$ cat src/rtl/mem_arb_pkg.sv
// Shared definitions for the memory port arbiter: requester ids, the request
// bundle seen by the picker/mux, and the data-phase bookkeeping record.
package mem_arb_pkg;

    // Default geometry; struct field widths below follow these values.
    localparam int MEM_RPORTS = 2;
    localparam int MEM_AW     = 8;
    localparam int MEM_DW     = 16;
    localparam int MEM_NREQ   = MEM_RPORTS + 2;
    localparam int MEM_IDW    = $clog2(MEM_NREQ);

    // Requester id encoding: fetch port k uses id ID_IF0 + k.
    localparam logic [MEM_IDW-1:0] ID_FP  = MEM_IDW'(0);
    localparam logic [MEM_IDW-1:0] ID_LSU = MEM_IDW'(1);
    localparam logic [MEM_IDW-1:0] ID_IF0 = MEM_IDW'(2);

    // One requester's issue-side view.
    typedef struct packed {
        logic              val;
        logic              wen;
        logic [MEM_AW-1:0] addr;
        logic [MEM_DW-1:0] wdata;
    } mem_req_t;

    // What was issued last cycle, needed to route the RAM response.
    typedef struct packed {
        logic               val;
        logic [MEM_IDW-1:0] id;
        logic [MEM_AW-1:0]  addr;
        logic               wen;
    } dphase_t;

    // True for ids that belong to an instruction-fetch port.
    function automatic logic is_fetch_id(input logic [MEM_IDW-1:0] id);
        return id >= ID_IF0;
    endfunction

endpackage

$ cat src/rtl/mem_arb_pick.sv
// Combinational priority picker: FP, then boosted fetch, then LSU, then
// fetch (lowest port first). The requester still in its data phase is masked.
module mem_arb_pick
    import mem_arb_pkg::*;
#(
    parameter int NREQ = MEM_NREQ,
    parameter int IDW  = MEM_IDW
) (
    input  logic [NREQ-1:0] req_i,
    input  logic            excl_val_i,
    input  logic [IDW-1:0]  excl_id_i,
    input  logic            boost_i,
    output logic [IDW-1:0]  id_o,
    output logic            val_o
);

    localparam int I_FP  = int'(ID_FP);
    localparam int I_LSU = int'(ID_LSU);
    localparam int I_IF0 = int'(ID_IF0);

    logic [NREQ-1:0] w_elig;
    logic [IDW-1:0]  w_if_id;
    logic            w_if_any;

    // A requester may not be issued again while its previous access is in the data phase.
    for (genvar gi = 0; gi < NREQ; gi++) begin : g_elig
        assign w_elig[gi] = req_i[gi] & ~(excl_val_i && (excl_id_i == IDW'(gi)));
    end

    // Lowest-index eligible fetch port (scan high to low so the lowest wins).
    always_comb begin
        w_if_id  = '0;
        w_if_any = 1'b0;
        for (int k = NREQ - 1; k >= I_IF0; k--) begin
            if (w_elig[k]) begin
                w_if_id  = IDW'(k);
                w_if_any = 1'b1;
            end
        end
    end

    // Fixed priority with the fetch boost slotted between FP and LSU.
    always_comb begin
        id_o  = '0;
        val_o = 1'b0;
        if (w_elig[I_FP]) begin
            id_o  = IDW'(I_FP);
            val_o = 1'b1;
        end else if (boost_i && w_if_any) begin
            id_o  = w_if_id;
            val_o = 1'b1;
        end else if (w_elig[I_LSU]) begin
            id_o  = IDW'(I_LSU);
            val_o = 1'b1;
        end else if (w_if_any) begin
            id_o  = w_if_id;
            val_o = 1'b1;
        end
    end

endmodule

$ cat src/rtl/mem_port_arbiter.sv
// Shares one synchronous single-port RAM between the front-panel loader, the
// LSU and N_RPORTS fetch ports. One access issued per cycle; the response is
// returned to the owner in the following cycle if it still presents the same
// request. AW/DW/N_RPORTS are expected to stay at the package defaults, since
// the request/data-phase records take their field widths from the package.
module mem_port_arbiter
    import mem_arb_pkg::*;
#(
    parameter int N_RPORTS = MEM_RPORTS,
    parameter int AW       = MEM_AW,
    parameter int DW       = MEM_DW,
    parameter int MAX_WAIT = 4
) (
    input  logic                              clk_i,
    input  logic                              arst_ni,
    input  logic                              fp_val_i,
    input  logic                              fp_wen_i,
    input  logic [AW-1:0]                     fp_addr_i,
    input  logic [DW-1:0]                     fp_wdata_i,
    output logic                              fp_rdy_o,
    output logic [DW-1:0]                     fp_rdata_o,
    input  logic                              lsu_val_i,
    input  logic                              lsu_wen_i,
    input  logic [AW-1:0]                     lsu_addr_i,
    input  logic [DW-1:0]                     lsu_wdata_i,
    output logic                              lsu_rdy_o,
    output logic [DW-1:0]                     lsu_rdata_o,
    input  logic [N_RPORTS-1:0]               if_val_i,
    input  logic [N_RPORTS*AW-1:0]            if_addr_i,
    output logic [N_RPORTS-1:0]               if_rdy_o,
    output logic [DW-1:0]                     if_rdata_o,
    output logic                              ram_en_o,
    output logic                              ram_wen_o,
    output logic [AW-1:0]                     ram_addr_o,
    output logic [DW-1:0]                     ram_wdata_o,
    input  logic [DW-1:0]                     ram_rdata_i,
    output logic [$clog2(N_RPORTS+2)-1:0]     grant_id_o,
    output logic                              grant_val_o
);

    localparam int NREQ = N_RPORTS + 2;
    localparam int IDW  = $clog2(N_RPORTS + 2);
    localparam int WCW  = $clog2(MAX_WAIT + 1);

    mem_req_t        w_req [NREQ];
    logic [NREQ-1:0] w_req_val;
    logic [NREQ-1:0] w_rdy;
    logic [IDW-1:0]  w_pick_id;
    logic            w_pick_val;
    logic            w_issue;
    mem_req_t        w_win;
    logic            w_boost;
    logic            w_if_pend;
    logic            w_if_grant;
    logic            w_other_win;
    logic [DW-1:0]   w_rd_data;

    dphase_t         r_dphase;
    logic [WCW-1:0]  r_wait;

    // Gather every requester into a uniform record indexed by requester id.
    assign w_req[int'(ID_FP)]  = '{val: fp_val_i,  wen: fp_wen_i,  addr: fp_addr_i,  wdata: fp_wdata_i};
    assign w_req[int'(ID_LSU)] = '{val: lsu_val_i, wen: lsu_wen_i, addr: lsu_addr_i, wdata: lsu_wdata_i};
    for (genvar gi = 0; gi < N_RPORTS; gi++) begin : g_if_req
        assign w_req[int'(ID_IF0) + gi] = '{val: if_val_i[gi], wen: 1'b0,
                                            addr: if_addr_i[gi*AW +: AW], wdata: '0};
    end
    for (genvar gi = 0; gi < NREQ; gi++) begin : g_req_val
        assign w_req_val[gi] = w_req[gi].val;
    end

    assign w_boost = (r_wait == WCW'(MAX_WAIT));

    mem_arb_pick #(
        .NREQ (NREQ),
        .IDW  (IDW)
    ) u_pick (
        .req_i      (w_req_val),
        .excl_val_i (r_dphase.val),
        .excl_id_i  (r_dphase.id),
        .boost_i    (w_boost),
        .id_o       (w_pick_id),
        .val_o      (w_pick_val)
    );

    // Nothing reaches the RAM while reset is held, so no stray write can land.
    assign w_issue = w_pick_val & arst_ni;
    assign w_win   = w_req[w_pick_id];

    assign ram_en_o    = w_issue;
    assign ram_wen_o   = w_issue & w_win.wen;
    assign ram_addr_o  = w_issue ? w_win.addr : '0;
    assign ram_wdata_o = (w_issue && w_win.wen) ? w_win.wdata : '0;
    assign grant_val_o = w_issue;
    assign grant_id_o  = w_issue ? w_pick_id : '0;

    // Remember what went to the RAM so the response can be routed next cycle.
    always_ff @(posedge clk_i or negedge arst_ni) begin
        if (!arst_ni) begin
            r_dphase <= '0;
        end else if (w_issue) begin
            r_dphase <= '{val: 1'b1, id: w_pick_id, addr: w_win.addr, wen: w_win.wen};
        end else begin
            r_dphase <= '0;
        end
    end

    assign w_if_pend   = |if_val_i;
    assign w_if_grant  = w_issue && is_fetch_id(w_pick_id);
    assign w_other_win = w_issue && !w_if_grant;

    // Count cycles a pending fetch loses to FP/LSU; saturates to raise the boost.
    always_ff @(posedge clk_i or negedge arst_ni) begin
        if (!arst_ni) begin
            r_wait <= '0;
        end else if (!w_if_pend || w_if_grant) begin
            r_wait <= '0;
        end else if (w_other_win && !w_boost) begin
            r_wait <= r_wait + WCW'(1);
        end
    end

    // Response goes only to the owner that still presents the same request.
    for (genvar gi = 0; gi < NREQ; gi++) begin : g_rdy
        assign w_rdy[gi] = r_dphase.val && (r_dphase.id == IDW'(gi)) &&
                           w_req[gi].val && (w_req[gi].addr == r_dphase.addr);
    end

    assign w_rd_data = r_dphase.wen ? '0 : ram_rdata_i;

    assign fp_rdy_o    = w_rdy[int'(ID_FP)];
    assign fp_rdata_o  = fp_rdy_o ? w_rd_data : '0;
    assign lsu_rdy_o   = w_rdy[int'(ID_LSU)];
    assign lsu_rdata_o = lsu_rdy_o ? w_rd_data : '0;
    assign if_rdy_o    = w_rdy[NREQ-1:int'(ID_IF0)];
    assign if_rdata_o  = (|if_rdy_o) ? w_rd_data : '0;

endmodule

$ cat config.mk
export PLATFORM = sky130hd
export DESIGN_NAME = mem_port_arbiter
export DESIGN_NICKNAME = d
export VERILOG_FILES = /design/src/rtl/mem_arb_pkg.sv /design/src/rtl/mem_arb_pick.sv /design/src/rtl/mem_port_arbiter.sv
export SDC_FILE = /design/constraint.sdc
export NUM_CORES = 1
export LEC_CHECK = 0
export BUFFER_PORTS_ARGS = -buffer_cell sky130_fd_sc_hd__buf_2
export CAP_MARGIN = 5
export CELL_PAD_IN_SITES_DETAIL_PLACEMENT = 0
export CELL_PAD_IN_SITES_GLOBAL_PLACEMENT = 1
export CORE_ASPECT_RATIO = 1.25
export CORE_UTILIZATION = 28
export DETAILED_ROUTE_END_ITERATION = 10
export PLACE_DENSITY = 0.89
export SYNTH_ARGS = -nofsm -noshare
export SYNTH_HDL_FRONTEND = slang
export SYNTH_SLANG_ARGS = --single-unit
export TNS_END_PERCENT = 1
$ cat constraint.sdc
create_clock -name clk_i -period 2.9 [get_ports clk_i]
set_input_delay 0.435 -clock clk_i [delete_from_list [all_inputs] [get_ports clk_i]]
set_output_delay 0.435 -clock clk_i [all_outputs]
set_load 0.02 [all_outputs]
Yosys cells after proc, flatten, opt, wreduce, memory -nomap -nowiden. Index checks and enable logic that the tools add are counted.

Word-level logic and storage cells: 77. Input port bits: 88. Flip-flop bits (word level): 15.

Muxes and demuxes: 25. Equality and inequality tests: 8. Magnitude comparators: 2. Reductions and logical operators: 25. Add/subtract/negate cells: 1. Bitwise logic cells: 11.

Operator list (count): 2-to-1 mux 16 bit (5); binary-select mux 26 bit (select 2 bit) (1); 2-to-1 mux 25 bit (2); == test 8 bit (4); logical AND 1 bit (17); 2-to-1 mux 2 bit (7); 2-to-1 mux 12 bit (1); 2-to-1 mux 8 bit (1); AND 1 bit (6); 2-to-1 mux 1 bit (6); 2-to-1 mux 3 bit (2); == test 2 bit (second input constant) (2); NOT 1 bit (4); OR reduction 2 bit (2); adder 3 x 1 -> 3 bit (second input constant) (1); == test 3 bit (second input constant) (1); greater-or-equal comparator 3 bit (second input constant) (1); zero test 1 bit (3); NOT 2 -> 3 bit (1); == test 2 x 1 -> 1 bit (second input constant) (1); greater-or-equal comparator 2 bit (second input constant) (1); zero test 2 bit (1); nonzero test 2 bit (1); logical OR 1 bit (1).

Logic depth before layout (Yosys ltp). Gate-level depths: netlist of the first run.

Depth in word-level cells: 17. Mapped depth: 8.

By module. A second synthesis of the first run with hierarchy kept.

Cells, all modules: 233. Area total of the unflattened synthesis: 1931.9 um^2.

By module, submodules not included: mem_port_arbiter (cells an instance 213, sequential area each 375.4 um^2, times used 1, area each 1788.0 um^2); mem_arb_pick (cells an instance 20, sequential area each 0.0 um^2, times used 1, area each 143.9 um^2).

Worst setup path after synthesis of the first run. Ideal clock, no wire load.

Path kind: reg-to-output. Start: reg r_dphase[2] (netlist name). End: out if_rdata_o[13]. Buffers on the path: 2. Arrival time: 2.325 ns. Slack: 0.140 ns. Stages on the path, launching flop included: 8. Cell sequence: dfrtp_1 clkbuf_1 xnor2_1 nand4_1 nor4_1 nor2_1 clkbuf_1 nor2_1.

Longest elaborated chain between the ends: 4.

Ends and longest elaborated chain: from (decl) (RTL line mem_port_arbiter.sv:58) `dphase_t r_dphase;`; from (signal assigned) (RTL line mem_port_arbiter.sv:102) `r_dphase <= '{val: 1'b1, id: w_pick_id, addr: w_win.addr, wen: w_win.wen};`; == test 8 bit (RTL line mem_port_arbiter.sv:126) `w_req[gi].val && (w_req[gi].addr == r_dphase.addr);`; logical AND 1 bit (RTL line mem_port_arbiter.sv:126); named net if_rdy_o[1] (RTL line mem_port_arbiter.sv:30) `output logic [N_RPORTS-1:0] if_rdy_o,`; OR reduction 2 bit (RTL line mem_port_arbiter.sv:136) `assign if_rdata_o = (|if_rdy_o) ? w_rd_data : '0;`; 2-to-1 mux 16 bit (RTL line mem_port_arbiter.sv:136); to (decl) (RTL line mem_port_arbiter.sv:31) `output logic [DW-1:0] if_rdata_o,`.

The timed path passes the listed nets, and every way through them passes these cells.

Worst setup path in the final report of the first run.
Start: reg r_dphase[10] (netlist name). End: out ram_addr_o[5].

Longest elaborated chain between the ends: 15.

Ends and longest elaborated chain: == test 2 bit (RTL line mem_arb_pick.sv:27) `assign w_elig[gi] = req_i[gi] & ~(excl_val_i && (excl_id_i == IDW'(gi)));`; logical AND 1 bit (RTL line mem_arb_pick.sv:27); NOT 1 bit (RTL line mem_arb_pick.sv:27); AND 1 bit (RTL line mem_arb_pick.sv:27); 2-to-1 mux 2 bit or 2-to-1 mux 1 bit (tied branches) (2 in a row) (RTL line mem_arb_pick.sv:35) `if (w_elig[k]) begin`; 2-to-1 mux 2 bit (RTL line mem_arb_pick.sv:55) `end else if (w_if_any) begin`; 2-to-1 mux 2 bit (RTL line mem_arb_pick.sv:52) `end else if (w_elig[I_LSU]) begin`; 2-to-1 mux 2 bit (RTL line mem_arb_pick.sv:49) `end else if (boost_i && w_if_any) begin`; 2-to-1 mux 2 bit (RTL line mem_arb_pick.sv:46) `if (w_elig[I_FP]) begin`; NOT 2 -> 3 bit (implied by the code) (RTL line mem_port_arbiter.sv:88) `assign w_win = w_req[w_pick_id];`; binary-select mux 26 bit (select 2 bit) (RTL line mem_port_arbiter.sv:88); 2-to-1 mux 25 bit (implied by the code) (2 in a row) (RTL line mem_port_arbiter.sv:88); 2-to-1 mux 8 bit * (RTL line mem_port_arbiter.sv:92) `assign ram_addr_o = w_issue ? w_win.addr : '0;`; to (decl) (RTL line mem_port_arbiter.sv:34) `output logic [AW-1:0] ram_addr_o,`.

Every way passes the cells marked *; elsewhere a longest branch is shown, timed or not. The select of a mux whose other input is x is not followed.

==> flow_summary.toml, run 1 <==
[timing]
skew_ps = 3.89
post-route-min-period_ps = 2830
fin_hold_ws_ps = 48.7
tightest_slew_ps = 673
max_freq_mhz = 354
setup_viol = 0
hold_violations = 0
finalCritPeriodShare_pct = 97.5
drv_slew = 0
max-slew-margin-rel_pct = 55.1

[synth]
synth_cell_types = 45
yosysSeqAreaShare_pct = 17.7
avgSynthCellArea_um2 = 7.79
ys.warnings.count = 0
syn_area_mm2 = 0.00212
synth_edf_count = 0
synthArstFlopShare_pct = 100
synth_ff_type = "dfrtp_1"
synth_fp_nets = 362
synth-seq-cells = 15
synth_top_area_share_pct = 17.7
synthCells = 272
synth_top_area_cell = "dfrtp_1"
synthTopCellsByArea = "dfrtp_1 (18%), xnor2_1 (10%), nor2_1 (9.4%)"

[global_routing]
grt_use_total_pct = 19.3
grt_pass1_vias = 2430
antenna_found_initial = 0
grt_max_degree = 27
grt-ovfl-total = 0
grt_pass1_wl_mm = 11.8

[route]
drc = 0
drtAntennaViolNets = 0
wl_per_cell_um = 15.3
drt-total-wl_mm = 7.98
vias = 2660
via_per_inst = 5.10
dr.pass1.iters = 6
drt_iter0_markers = 75

[pwr]
p_leak_uw = 0.00155
power-per-cell-area_mw_per_mm2 = 344
ir_drop_mv = 0.153

[final_layout]
stdcell_area_mm2 = 0.00306
drive_gt1_share_pct = 50.5
n_fill_cell = 758
multi_input_comb_area_mm2 = 0.00160
final_cells = 522
regArea_um2 = 378
syn_to_final_growth_pct = 44.5
diodes = 0
nets = 521

[status]
status = "completed"

[setup_path]
cp-end-kind = "primary output"
path_class = "reg2out"
worst-path-max-fanout = 11
critPathLaunchType = "register"
worstPathArrival_ps = 2390
cp.required_ps = 2470

[clocking]
clkTransAtPathRegs_ps = 70
tritoncts = "done"
root_buffer = "clkbuf_8"
cts_sinks = 15
clk-insertion-delay-late_ps = 260
numCtsBuffers = 3
clock_path_buffers = 2
h-tree-depth = 1
cts_setup_buffers = 0

[floorplanning]
io_pins = 169
floorplan.initialDensity_pct = 28.8
die_area_mm2 = 0.00792
die_height_um = 99.2
die_w_um = 79.8
coreArea_mm2 = 0.00736
rows = 35

[placement]
finalWeightedCongestion = 0.891
placed_area_mm2 = 0.00297
place_inst = 517
io_buffers = 168
dpl.hpwl_mm = 6.37

[job]
drv_cap = 0

[worst_hold_path]
hp-class = "in2async"
## worst max-delay path, cell delays in order (launching register included)
cell and delay [ps]:
dfrtp_2 480, or3b_1 440, a32oi_2 320, and3_4 380, a221oi_1 120, nor2_1 200
buf_2 200
## placed cells by master (no fill, tap or decap), drive strengths merged, types with 2 or more instances in the layout
cell type  netlist  routed
xor2             8       8
nor4             4       4
nand2            7       7
a221oi          16      16
nor2            62      62
mux2i            3       3
and3             3       4
dfrtp           15      15
clkbuf           9       3
and2             3       3
nand3b           2       2
ha               2       2
nand2b          16      16
nand4            7       7
xnor2           25      25
buf             14     176
nor3             4       4
a21oi           19      19
inv              6       6
nand3           33      33
a32oi            2       2
## what timing repair did
item,4_1_cts,5_1_grt
hold buffers,0,0
endpoints found under the setup margin,0,17
gates resized for setup,0,8
## logic make-up (layout without fill, tap and decap cells)
kind of cell	Yosys count	in the layout	synth area share, %
flops	15	15	17.7
fa+ha+maj	2	2	1.18
buf+inv	29	186	8.74
compound gates	43	43	18.8
simple gates	147	148	38.5
xor+xnor	33	33	13.6
mux	3	3	1.42
## layer usage
| layer | vias to the layer above | part of all wire [%] | GRT usage [%] | wire (um) |
|---|---|---|---|---|
| li1 | 1285 | - | - | - |
| met1 | 1199 | 37 | 20.2 | 2950 |
| met2 | 161 | 52 | 36.6 | 4130 |
| met3 | 15 | 8.3 | 2.48 | 663 |
| met4 | 0 | 2.9 | 9.62 | 233 |
| met5 | - | 0 | 0 | 0 |
## layout make-up
type | instances | share of cell area (%)
inverter | 6 | 0.736
clock inverter | 1 | 0.164
sequential | 15 | 12.3
clock buffer | 3 | 1.35
tap | 92 | 3.76
timing repair buffer | 176 | 29.4
multi-input combinational | 229 | 52.2
## sequential cells by signal, indices dropped and copies added, names as in the netlist
signal,flops
r_dphase,12
r_wait,3
## metrics by stage
step,setup WS (ps),setup TNS (ps),util [%],power (uW)
after floorplan,140,0,-,679
after global placement,322,0,40.4,851
after detailed placement,275,0,40.4,864
after CTS,6.66,0,41.0,1050
after global routing,-42.4,-119,41.6,1130
final,71.2,0,41.6,1050
## Yosys cell counts (2+ instances only)
| library cell | instances |
|---|---|
| xnor2_1 | 25 |
| a221oi_1 | 6 |
| xor2_1 | 8 |
| buf_6 | 6 |
| nand2b_1 | 16 |
| dfrtp_1 | 15 |
| a21oi_1 | 19 |
| nand3b_1 | 2 |
| clkbuf_1 | 9 |
| inv_1 | 5 |
| nor2_4 | 9 |
| and3_1 | 2 |
| mux2i_1 | 3 |
| nand4_1 | 7 |
| nor4_1 | 3 |
| and2_1 | 2 |
| nand3_1 | 33 |
| a221oi_2 | 10 |
| buf_4 | 3 |
| ha_1 | 2 |
| buf_2 | 3 |
| nor2_1 | 53 |
| nand2_1 | 7 |
| nor3_1 | 3 |
## path summary, 6_finish.rpt
check / slack, ps / end / start / cells after the start
hold reg to reg: 620 / r_wait[0] / r_wait[0] / 2
min in group clk_i: 500 / r_dphase[2] / if_addr_i[9] / 3
setup reg to reg: 840 / r_dphase[1] / r_dphase[10] / 6
setup / recovery: 70 / ram_addr_o[5] / r_dphase[10] / 6
hold / removal: 50 / r_wait[1] / arst_ni / 1
max in group asynchronous: 2420 / r_dphase[8] / arst_ni / 2
## power by group
group	total [uW]	internal (uW)	leakage, uW	switching (uW)
sequential	305	244	0.000187	61.0
clock	180	95.6	0.0000255	84.5
combinational	568	244	0.00134	324
Power figures use the tool's default switching activity.
==> inputs of run 2 (changes only) <==
CORE_MARGIN = 2   (was default)
PLACE_DENSITY = default   (was 0.89)
PLACE_DENSITY_LB_ADDON = 0.25   (was default)
==> flow_summary.toml, run 2 (synthesis results as in run 1) <==
[placement]
place_inst = 519
post-place-ws_ps = 335
dpl.hpwl_mm = 6.08
io_buffers = 168
finalWeightedCongestion = 0.773

[pwr]
power.share.combinational_pct = 53.6
intPower_uw = 586
seqPwrFrac_pct = 29.4
p_leak_uw = 0.00155
power-per-cell-area_mw_per_mm2 = 338
p_switching_uw = 448
clock_power_share_pct = 17.1
ir_drop_mv = 0.158
switching_share_pct = 43.3

[setup_path]
worstPathArrival_ps = 2320
crit-reg2reg-capture = "r_dphase[4]"
timing.rr.start = "r_dphase[10]"
cp.required_ps = 2470
critPathLaunchType = "register"
r2r_cells = 6
worst-path-max-fanout = 11
path_class = "reg2out"
cp-end-kind = "primary output"
rrSetupSlack_ps = 890

[route]
drc = 0
drt_iter0_markers = 82
dr.pass1.iters = 4
wl_per_cell_um = 14.0
drt-total-wl_mm = 7.31
vias = 2539
drtAntennaViolNets = 0
via_per_inst = 4.85

[timing]
fin_ws_ps = 145
setup_tns_ps = 0
max_freq_mhz = 363
tightest_slew_ps = 437
max-slew-margin-rel_pct = 70.9
rsz0062_at_grt = "no"
setup_viol = 0
post-route-min-period_ps = 2750
fin_hold_ws_ps = 47.6
skew_ps = 8.03
drv_slew = 0
finalCritPeriodShare_pct = 95.0
hold_violations = 0

[global_routing]
antenna_found_initial = 0
grt_pass1_vias = 2318
grtUsageMet1_pct = 19.0
grt_use_total_pct = 16.4
use_met3_pct = 2.50
met2_usage_pct = 31.1
grt_max_degree = 22
top_usage_layer = "met2"
grt-ovfl-total = 0
grt_pass1_wl_mm = 10.9

[clocking]
tritoncts = "done"
cts_sinks = 15
clock_path_buffers = 2
clkTransAtPathRegs_ps = 70
numCtsBuffers = 3
cts_setup_buffers = 0
clk-insertion-delay-late_ps = 250
h-tree-depth = 1
root_buffer = "clkbuf_8"

[final_layout]
largest-register = "r_dphase"
largest_reg_flops = 12
drive_gt1_share_pct = 50.2
layout_commonest_cell = "buf_2"
final_cells = 524
n_fill_cell = 783
largest_registers = "r_dphase x12, r_wait x3"
syn_to_final_growth_pct = 44.3
nets = 523
mostFrequentLayoutCells = "buf_2 (168), nor2_1 (53), nand3_1 (33)"
diodes = 0

[floorplanning]
io_pins = 169
floorplan.initialDensity_pct = 28.8
die_w_um = 81.8
rows = 35
coreArea_mm2 = 0.00736
die_area_mm2 = 0.00828
die_height_um = 101

[job]
drv_cap = 0

[status]
status = "completed"

[worst_hold_path]
hp-class = "in2async"
## run 2: repair_timing
action | CTS | global route
setup endpoints to repair | 0 | 8
hold buffers | 0 | 0
gates resized for setup | 0 | 5
## run 2: area by class of cell
| class | count | area (um^2) | area share (%) |
|---|---|---|---|
| multi-input combinational | 229 | 1580 | 51.7 |
| timing repair buffer | 178 | 916 | 30.0 |
| clock buffer | 4 | 45.0 | 1.47 |
| inverter | 6 | 22.5 | 0.737 |
| sequential | 15 | 378 | 12.4 |
| tap | 92 | 115 | 3.77 |
## run 2: how the worst max path moves through the flow
stage	startpoint	end	slack [ps]
global route	r_dphase[10]	ram_addr_o[5]	20
floorplan	r_dphase[2]	if_rdata_o[13]	140
finish	r_dphase[10]	ram_addr_o[4]	150
detailed placement	r_dphase[10]	ram_addr_o[3]	340
global placement	r_dphase[10]	ram_addr_o[3]	410
CTS	r_dphase[10]	ram_addr_o[3]	60
## run 2: metrics by stage
step           power [uW]  instance area (um^2)  utilization, %
2_1_floorplan         679                  2120               -
3_3_place_gp          854                  2990            40.6
3_5_place_dp          856                  2990            40.6
4_1_cts              1040                  3030            41.2
5_1_grt              1110                  3060            41.5
6_report             1030                  3060            41.5
## run 2: power groups by stage
stage                     registers, uW  clock network (uW)  logic, uW
after CTS                           303                 181        552
after floorplan                     281                   0        397
after global placement              305                   0        549
after detailed placement            306                   0        549
after global routing                310                 191        611
final                               304                 176        554
## run 2: critical path, cell delays in order, from the launching register on
cell and delay, ps:
dfrtp_2 480, or3b_1 440, a32oi_2 280, and3_2 430, a221oi_2 110, nor2_1 140, buf_2 190
## run 2: per-layer routing
| metal | up-vias | wire length [um] | part of all wire [%] |
|---|---|---|---|
| met4 | 0 | 61 | 0.83 |
| met1 | 1113 | 2840 | 39 |
| met3 | 5 | 710 | 9.7 |
| li1 | 1280 | - | - |
| met2 | 141 | 3700 | 51 |
| met5 | - | 0 | 0 |
==> inputs of run 3 (changes only) <==
CORE_UTILIZATION = 24   (was 28)
clock period = 2.36 ns   (was 2.9 ns; I/O delays follow)
==> flow_summary.toml, run 3 (synthesis results as in run 1) <==
[timing]
max-slew-margin-rel_pct = 72.4
tightest_slew_ps = 414
setup_viol = 29
hold_violations = 0
fin_hold_ws_ps = 418
drv_slew = 0
max_freq_mhz = 394
post-route-min-period_ps = 2540
rsz0062_at_grt = "yes"
fin_ws_ps = -176
finalCritPeriodShare_pct = 107
skew_ps = 9.05

[final_layout]
largest_registers = "r_dphase x12, r_wait x3"
stdcell_area_mm2 = 0.00341
drive_gt1_share_pct = 54.6
nets = 527
mostFrequentLayoutCells = "buf_2 (136), nor2_1 (52), nand3_1 (32)"
final_cells = 556
diodes = 0
largest-register = "r_dphase"
n_fill_cell = 896
multi_input_comb_area_mm2 = 0.00170
largest_reg_flops = 12
regArea_um2 = 382
syn_to_final_growth_pct = 61.1
layout_commonest_cell = "buf_2"

[route]
via_per_inst = 4.74
drc = 0
drtAntennaViolNets = 0
wl_per_cell_um = 14.1
drt_iter0_markers = 83
drt-total-wl_mm = 7.84
dr.pass1.iters = 4
vias = 2638

[clocking]
tritoncts = "done"
clk-insertion-delay-late_ps = 250
numCtsBuffers = 3
clkTransAtPathRegs_ps = 70
clock_path_buffers = 2
cts_sinks = 15
h-tree-depth = 1
root_buffer = "clkbuf_8"

[placement]
dpl.hpwl_mm = 6.29
placed_area_mm2 = 0.00311
post-place-ws_ps = 17.2
place_inst = 550
finalWeightedCongestion = 0.793
io_buffers = 168

[pwr]
ir_drop_mv = 0.200
seqPwrFrac_pct = 27.4
power-per-cell-area_mw_per_mm2 = 397
power.share.combinational_pct = 56.5
clock_power_share_pct = 16.1
intPower_uw = 773
p_total_uw = 1350
p_leak_uw = 0.00166
p_switching_uw = 581
switching_share_pct = 42.9

[floorplanning]
die_area_mm2 = 0.00960
floorplan.initialDensity_pct = 24.5
coreArea_mm2 = 0.00865
io_pins = 169
die_w_um = 88.0
rows = 38
die_height_um = 109

[global_routing]
grt_max_degree = 27
grt_use_total_pct = 15.1
grt_pass1_vias = 2433
grt_pass1_wl_mm = 11.5
grt-ovfl-total = 0
antenna_found_initial = 0

[status]
status = "finished, violations left"
violations = "negative setup slack"

[setup_path]
critPathMaxStageDelay_ps = 390
worst-path-max-fanout = 18
slowest_stage = "dfrtp_1"
cp-end-kind = "primary output"
cp_cell_sequence = "buf_4 > nand3b_1 > a32oi_4 > a21boi_2 > buf_12 > a221oi_1 > nor2_1 > buf_2"
cp.required_ps = 2010
path_class = "reg2out"
worstPathArrival_ps = 2180
critPathLaunchType = "register"

[worst_hold_path]
hp-class = "in2reg"

[job]
drv_cap = 0
-- run 3: cell types whose count changed in the layout (fill, tap and decap cells not counted), sizes merged --
cell         previous run  this run
buf                   178       181
clkbuf                  4         3
clkinv                  0         1
dlygate4sd3             0         1
-- run 3: final timing paths --
check	startpoint	end	slack (ps)	cells past startpoint
max in group asynchronous	arst_ni	r_dphase[5]	1420	3
setup reg to reg	r_dphase[10]	r_dphase[4]	480	7
hold / removal	lsu_addr_i[5]	r_dphase[6]	420	3
hold reg to reg	r_wait[0]	r_wait[0]	610	2
min in group asynchronous	arst_ni	r_dphase[0]	500	2
setup / recovery	r_dphase[10]	ram_addr_o[3]	-180	8
-- run 3: worst max-delay path: cells and delay by family (launching register included) --
kind	cells	cell delay (ps)
buf+inv	3	510
flops	1	390
simple gates	2	340
compound gates	3	690
-- run 3: power groups by stage --
stage | clock network, uW | logic, uW | registers [uW]
CTS | 228 | 754 | 368
floorplan | 0 | 493 | 346
finish | 218 | 765 | 371
global placement | 0 | 721 | 368
detailed placement | 0 | 723 | 368
global route | 237 | 841 | 381
-- run 3: cell type report --
class / instances / share of cell area [%]
inverter: 6 / 0.660
timing repair buffer: 182 / 32.7
tap: 120 / 4.40
sequential: 15 / 11.2
clock inverter: 1 / 0.147
clock buffer: 3 / 1.21
multi-input combinational: 229 / 49.7
-- run 3: metal layers --
metal | up-vias | GRT usage [%] | wire length [um] | part of all wire [%]
li1 | 1295 | - | - | -
met1 | 1194 | 16.3 | 2950 | 38
met2 | 143 | 30.9 | 4230 | 54
met3 | 6 | 1.44 | 578 | 7.4
met4 | 0 | 3.03 | 72 | 0.92
met5 | - | 0 | 0 | 0
-- run 3: what timing repair did --
item                                    in CTS  in global routing
resized for setup                           32                 34
setup buffers                                0                  0
pin swaps                                    4                 15
endpoints found under the setup margin      60                 60
endpoints found under the hold margin        1                  0
hold buffers                                 1                  0
cloned                                       1                  0
-- run 3: through the flow --
step | util, % | setup TNS (ps)
2_1_floorplan | - | 0
3_5_place_dp | 36.0 | 0
3_3_place_gp | 36.0 | 0
5_1_grt | 39.4 | -6580
6_report | 39.4 | -2460
4_1_cts | 38.0 | -2880
